<file path="src/rtl/div_radix2.sv">
// Radix-2 restoring integer divider (DIV/DIVU), 32 cycles per quotient, result = {HI=remainder, LO=quotient}.
// Optional macro DIV_ZERO_FAST_EN: a zero divisor completes in one cycle instead of the full iteration.
module div_radix2 (
    input  logic        clk,
    input  logic        resetn,
    input  logic        start_i,
    input  logic        signed_i,
    input  logic [31:0] opa_i,
    input  logic [31:0] opb_i,
    input  logic        cancel_i,
    output logic        stall_o,
    output logic        ready_o,
    output logic [63:0] result_o
);

    typedef enum logic [1:0] {
        ST_IDLE = 2'd0,
        ST_CALC = 2'd1,
        ST_DONE = 2'd2
    } state_t;

    state_t      state_q, state_d;
    logic [4:0]  count_q, count_d;
    logic [32:0] rem_q, rem_d;
    logic [31:0] quo_q, quo_d;
    logic [31:0] div_q, div_d;
    logic        neg_quo_q, neg_quo_d;
    logic        neg_rem_q, neg_rem_d;
    logic        dzero_q, dzero_d;
    logic [63:0] result_q, result_d;

    logic        opb_zero_s;
    logic        fast_zero_s;
    logic [33:0] rem_shift_s;
    logic [33:0] diff_s;
    logic [32:0] rem_step_s;
    logic [31:0] quo_step_s;
    logic [31:0] lo_fin_s;
    logic [31:0] hi_fin_s;

    function automatic logic [31:0] neg32(input logic [31:0] v);
        return (~v) + 32'd1;
    endfunction

    function automatic logic [31:0] abs32(input logic [31:0] v, input logic en);
        return (en && v[31]) ? neg32(v) : v;
    endfunction

    // Zero-divisor detection and selection of the single-cycle shortcut
    always_comb begin
        opb_zero_s = (opb_i == 32'h0000_0000);
`ifdef DIV_ZERO_FAST_EN
        fast_zero_s = opb_zero_s;
`else
        fast_zero_s = 1'b0;
`endif
    end

    // State register
    always_ff @(posedge clk or negedge resetn) begin
        if (!resetn) begin
            state_q <= ST_IDLE;
        end else begin
            state_q <= state_d;
        end
    end

    // Next-state logic; a flush always wins
    always_comb begin
        state_d = state_q;
        if (cancel_i) begin
            state_d = ST_IDLE;
        end else begin
            case (state_q)
                ST_IDLE: begin
                    if (start_i) begin
                        state_d = fast_zero_s ? ST_DONE : ST_CALC;
                    end else begin
                        state_d = ST_IDLE;
                    end
                end
                ST_CALC: begin
                    if (count_q == 5'd31) begin
                        state_d = ST_DONE;
                    end else begin
                        state_d = ST_CALC;
                    end
                end
                ST_DONE: state_d = ST_IDLE;
                default: state_d = ST_IDLE;
            endcase
        end
    end

    // FSM outputs
    always_comb begin
        stall_o = 1'b0;
        ready_o = 1'b0;
        case (state_q)
            ST_IDLE: stall_o = start_i & ~cancel_i;
            ST_CALC: stall_o = ~cancel_i;
            ST_DONE: ready_o = 1'b1;
            default: begin
                stall_o = 1'b0;
                ready_o = 1'b0;
            end
        endcase
    end

    // One restoring iteration: shift in next dividend bit, trial-subtract the divisor
    always_comb begin
        rem_shift_s = {rem_q, quo_q[31]};
        diff_s      = rem_shift_s - {2'b00, div_q};
        if (diff_s[33]) begin
            rem_step_s = rem_shift_s[32:0];
            quo_step_s = {quo_q[30:0], 1'b0};
        end else begin
            rem_step_s = diff_s[32:0];
            quo_step_s = {quo_q[30:0], 1'b1};
        end
    end

    // Sign fix-up of the final iteration; with a zero divisor the remainder
    // naturally equals |dividend|, so restoring its sign returns opa unchanged
    always_comb begin
        hi_fin_s = neg_rem_q ? neg32(rem_step_s[31:0]) : rem_step_s[31:0];
        if (dzero_q) begin
            lo_fin_s = 32'hFFFF_FFFF;
        end else begin
            lo_fin_s = neg_quo_q ? neg32(quo_step_s) : quo_step_s;
        end
    end

    // Datapath next-state
    always_comb begin
        count_d   = count_q;
        rem_d     = rem_q;
        quo_d     = quo_q;
        div_d     = div_q;
        neg_quo_d = neg_quo_q;
        neg_rem_d = neg_rem_q;
        dzero_d   = dzero_q;
        result_d  = result_q;
        if (!cancel_i) begin
            case (state_q)
                ST_IDLE: begin
                    if (start_i) begin
                        count_d   = 5'd0;
                        rem_d     = 33'd0;
                        quo_d     = abs32(opa_i, signed_i);
                        div_d     = abs32(opb_i, signed_i);
                        neg_quo_d = signed_i & (opa_i[31] ^ opb_i[31]);
                        neg_rem_d = signed_i & opa_i[31];
                        dzero_d   = opb_zero_s;
                        if (fast_zero_s) begin
                            result_d = {opa_i, 32'hFFFF_FFFF};
                        end else begin
                            result_d = result_q;
                        end
                    end else begin
                        count_d = count_q;
                    end
                end
                ST_CALC: begin
                    rem_d   = rem_step_s;
                    quo_d   = quo_step_s;
                    count_d = count_q + 5'd1;
                    if (count_q == 5'd31) begin
                        result_d = {hi_fin_s, lo_fin_s};
                    end else begin
                        result_d = result_q;
                    end
                end
                ST_DONE: count_d = count_q;
                default: count_d = count_q;
            endcase
        end else begin
            result_d = result_q;
        end
    end

    // Datapath registers
    always_ff @(posedge clk or negedge resetn) begin
        if (!resetn) begin
            count_q   <= 5'd0;
            rem_q     <= 33'd0;
            quo_q     <= 32'd0;
            div_q     <= 32'd0;
            neg_quo_q <= 1'b0;
            neg_rem_q <= 1'b0;
            dzero_q   <= 1'b0;
            result_q  <= 64'd0;
        end else begin
            count_q   <= count_d;
            rem_q     <= rem_d;
            quo_q     <= quo_d;
            div_q     <= div_d;
            neg_quo_q <= neg_quo_d;
            neg_rem_q <= neg_rem_d;
            dzero_q   <= dzero_d;
            result_q  <= result_d;
        end
    end

    assign result_o = result_q;

endmodule

</file>
<file path="config.mk">
export PLATFORM = sky130hd
export DESIGN_NAME = div_radix2
export DESIGN_NICKNAME = d
export VERILOG_FILES = /design/src/rtl/div_radix2.sv
export SDC_FILE = /design/constraint.sdc
export NUM_CORES = 1
export LEC_CHECK = 0
export BUFFER_PORTS_ARGS = -buffer_cell sky130_fd_sc_hd__buf_4
export CORE_UTILIZATION = 55
export CTS_CLUSTER_SIZE = 10
export DETAILED_ROUTE_END_ITERATION = 6
export PLACE_DENSITY = 0.82
export SYNTH_ARGS = -nofsm -noshare
export SYNTH_HDL_FRONTEND = slang
export SYNTH_SLANG_ARGS = --single-unit
</file>
<file path="constraint.sdc">
create_clock -name clk -period 5.7 [get_ports clk]
set_clock_uncertainty 0.15 [all_clocks]
set_input_delay 0.57 -clock clk [delete_from_list [all_inputs] [get_ports clk]]
set_output_delay 0.57 -clock clk [all_outputs]
set_load 0.03 [all_outputs]
</file>
==> impl_metrics.json <==
{
  "worstPathRequired_ps": 5850,
  "clkTransAtPathRegs_ps": 70,
  "ant_nets": 0,
  "hold_class": "primary input to flip-flop",
  "die_area_um2": 22640,
  "p_sw_share_pct": 49.47,
  "met1_length_um": 15400,
  "final_common_cell": "nand2_1",
  "top_layer": "met4",
  "antennaDiodeCount": 0,
  "area_delta_synth_final_pct": 13.91,
  "yosys_warnings": 0,
  "grt.overflow.total": 0,
  "cts_inserted_buffers": 17,
  "slew_headroom_pct": 26.49,
  "finalSetupViolCount": 0,
  "p_sw_mw": 3.677,
  "cp_data_arrival_time_ps": 5110,
  "ys_ff_latch": 171,
  "die_y_um": 150.5,
  "ir_drop_mv": 0.3131,
  "synth_top_area_share_pct": 35.29,
  "syn_inst": 1498,
  "start_util_pct": 56.96,
  "final_cell_mix": "nand2_1 (218), o21ai_0 (183), dfrtp_1 (171)",
  "syn-num-nets": 1606,
  "die_w_um": 150.5,
  "fmax_mhz": 201.7,
  "syn_area_um2": 12130,
  "viasPerCell": 6.166,
  "reg2reg_slack_ps": 740,
  "slew_violations": 0,
  "hold_viol": 0,
  "wl_um": 34780,
  "synth-edff-count": 0,
  "ys_async_sr_fraction_pct": 100.0,
  "vias": 11585,
  "grt_max_degree": 68,
  "nets": 1699,
  "clock-sinks": 171,
  "multi_input_area_um2": 7269,
  "post_cts_buffers": 0,
  "hpwlAfterDp_um": 25970,
  "worstSetupStartpointType": "flip-flop",
  "placed_area_um2": 13220,
  "antenna_found_initial": 0,
  "gp_congestion": 0.9182,
  "comb_power_share_pct": 60.8,
  "rows": 53,
  "crit_path_max_fanout": 12,
  "first_global_vias": 10698,
  "pwr_density_cell_nw_per_um2": 538.1,
  "cts_root_buffer": "clkbuf_16",
  "route.detailed.wl_per_inst_um": 18.51,
  "wl_met3_um": 2377,
  "cts_tree": "built",
  "setup_tns_ps": 0,
  "yosysTopAreaCell": "dfrtp_1",
  "top_level_ports": 135,
  "worstSetupPathType": "flip-flop to flip-flop",
  "clkLatencyLatePin_ps": 440,
  "end_kind": "flip-flop",
  "dr.first_iter.drc_count": 979,
  "syn_avg_cell_area_um2": 8.094,
  "grt_setup_unrepaired": "no",
  "yosysSeqAreaShare_pct": 35.29,
  "p_clk_share_pct": 16.0,
  "core_um2": 21290,
  "synth-main-ff-cell": "dfrtp_1",
  "power.share.sequential_pct": 23.2,
  "firstDrtPassIters": 5,
  "utilization_pct": 64.89,
  "seq_area_um2": 4279,
  "grt_pass1_wl_um": 55100,
  "leakage_nw": 6.180,
  "synth_cell_types": 87,
  "post-route-period-util_pct": 86.99,
  "port_buffers": 134,
  "synthTopCellsByArea": "dfrtp_1 (35%), o21ai_0 (7.6%), nand2_1 (6.8%), a21oi_1 (5.8%), xnor2_1 (4.8%)",
  "power.internal_mw": 3.756,
  "maxCapViolCount": 0,
  "dr_wl_met2_um": 16200,
  "drive_gt1_share_pct": 13.53,
  "finalCriticalPeriod_ps": 4958,
  "tightest_slew_ps": 1096,
  "drc": 0,
  "status": "completed",
  "final_cell_area_um2": 13810,
  "cts_max_path_buffers": 2,
  "fill_cells": 1811,
  "cts-htree-levels": 4,
  "grtUsageTotal_pct": 31.33
}
-- power by group through the flow --
stage	Combinational (mW)	Sequential (mW)	Clock (mW)
floorplan	3.48	1.63	0
global placement	4.35	1.72	0
detailed placement	4.39	1.74	0
CTS	4.43	1.72	1.19
global route	4.90	1.75	1.24
finish	4.52	1.73	1.19
-- metrics by stage --
stage                     setup WS (ps)  instances  hold slack (ps)  power (mW)
after detailed placement          797.3       1846            321.3       6.132
after global routing              429.8       1879            253.2       7.892
final                             741.8       1879            236.7       7.433
after global placement            954.4       1846            304.4       6.072
after CTS                         785.2       1879            231.3       7.339
after floorplan                   570.3       1498            124.4       5.110
-- path summary, 6_finish.rpt --
path                                  startpoint                       end  cells past startpoint
max in group asynchronous                 resetn  result_o[56]$_DFFE_PN0P_                      3
min in group asynchronous                 resetn  result_o[26]$_DFFE_PN0P_                      2
setup / recovery            rem_q[6]$_DFFE_PN0P_  result_o[62]$_DFFE_PN0P_                     17
setup reg to reg            rem_q[6]$_DFFE_PN0P_  result_o[62]$_DFFE_PN0P_                     17
hold / removal                         opb_i[31]       dzero_q$_DFFE_PN0P_                      2
hold reg to reg            div_q[16]$_DFFE_PN0P_     div_q[16]$_DFFE_PN0P_                      2
-- synthesized netlist by cell type, types with 17 or more instances --
cell type    n
a21oi_1    140
clkbuf_1    46
dfrtp_1    171
ha_1        38
inv_1       53
mux2i_1     20
nand2_1    219
nor2_1     132
nor3_1      35
nor4_1      17
o21ai_0    183
o31ai_1     17
or3_1       23
xnor2_1     67
xor2_1      61
-- cell families after synthesis --
| logic type | share of synthesized area, % |
|---|---|
| xor gates and xnor gates | 9.246 |
| AOI/OAI and AO/OA | 24.63 |
| buffers and inverters | 4.953 |
| muxes | 1.744 |
| adders and majority gates | 4.086 |
| and+or+nand+nor | 20.05 |
| DFF | 35.29 |
-- repair_timing --
item	in CTS	in global routing
hold endpoints to repair	52	0
hold buffers	1	0
gates resized for setup	0	0
-- worst max-delay path, stage by stage, from the launching register on --
cell	delay (ps)
dfrtp_1	440
ha_1	470
nand4_1	180
or3_4	430
a2111oi_4	330
a211oi_2	70
a21oi_1	310
nor2_4	90
inv_4	130
mux2i_1	300
ha_1	230
nand4_1	130
or4_4	470
o41ai_4	390
o211ai_2	220
o31ai_2	250
xnor2_1	140
o21ai_1	70
-- final cells by class --
class                      instances  area share [%]
multi-input combinational       1196           52.63
sequential                       171           30.98
timing repair buffer             149           8.144
clock buffer                      19           3.207
tap                              275           2.491
inverter                          56           1.540
clock inverter                    13           1.006
-- flip-flops by register name, indices dropped and copies added (netlist names) --
| register | cells |
|---|---|
| count_q | 5 |
| quo_q | 32 |
| dzero_q | 1 |
| result_o | 64 |
| div_q | 32 |
| neg_rem_q | 1 |
| neg_quo_q | 1 |
| rem_q | 33 |
| state_q | 2 |
-- routing by layer --
layer,vias up,track usage [%]
met5,-,0
met2,487,49.40
li1,5523,-
met1,5522,44.20
met4,0,9.545
met3,53,4.879
No activity file was read; power rests on OpenSTA's default activity.
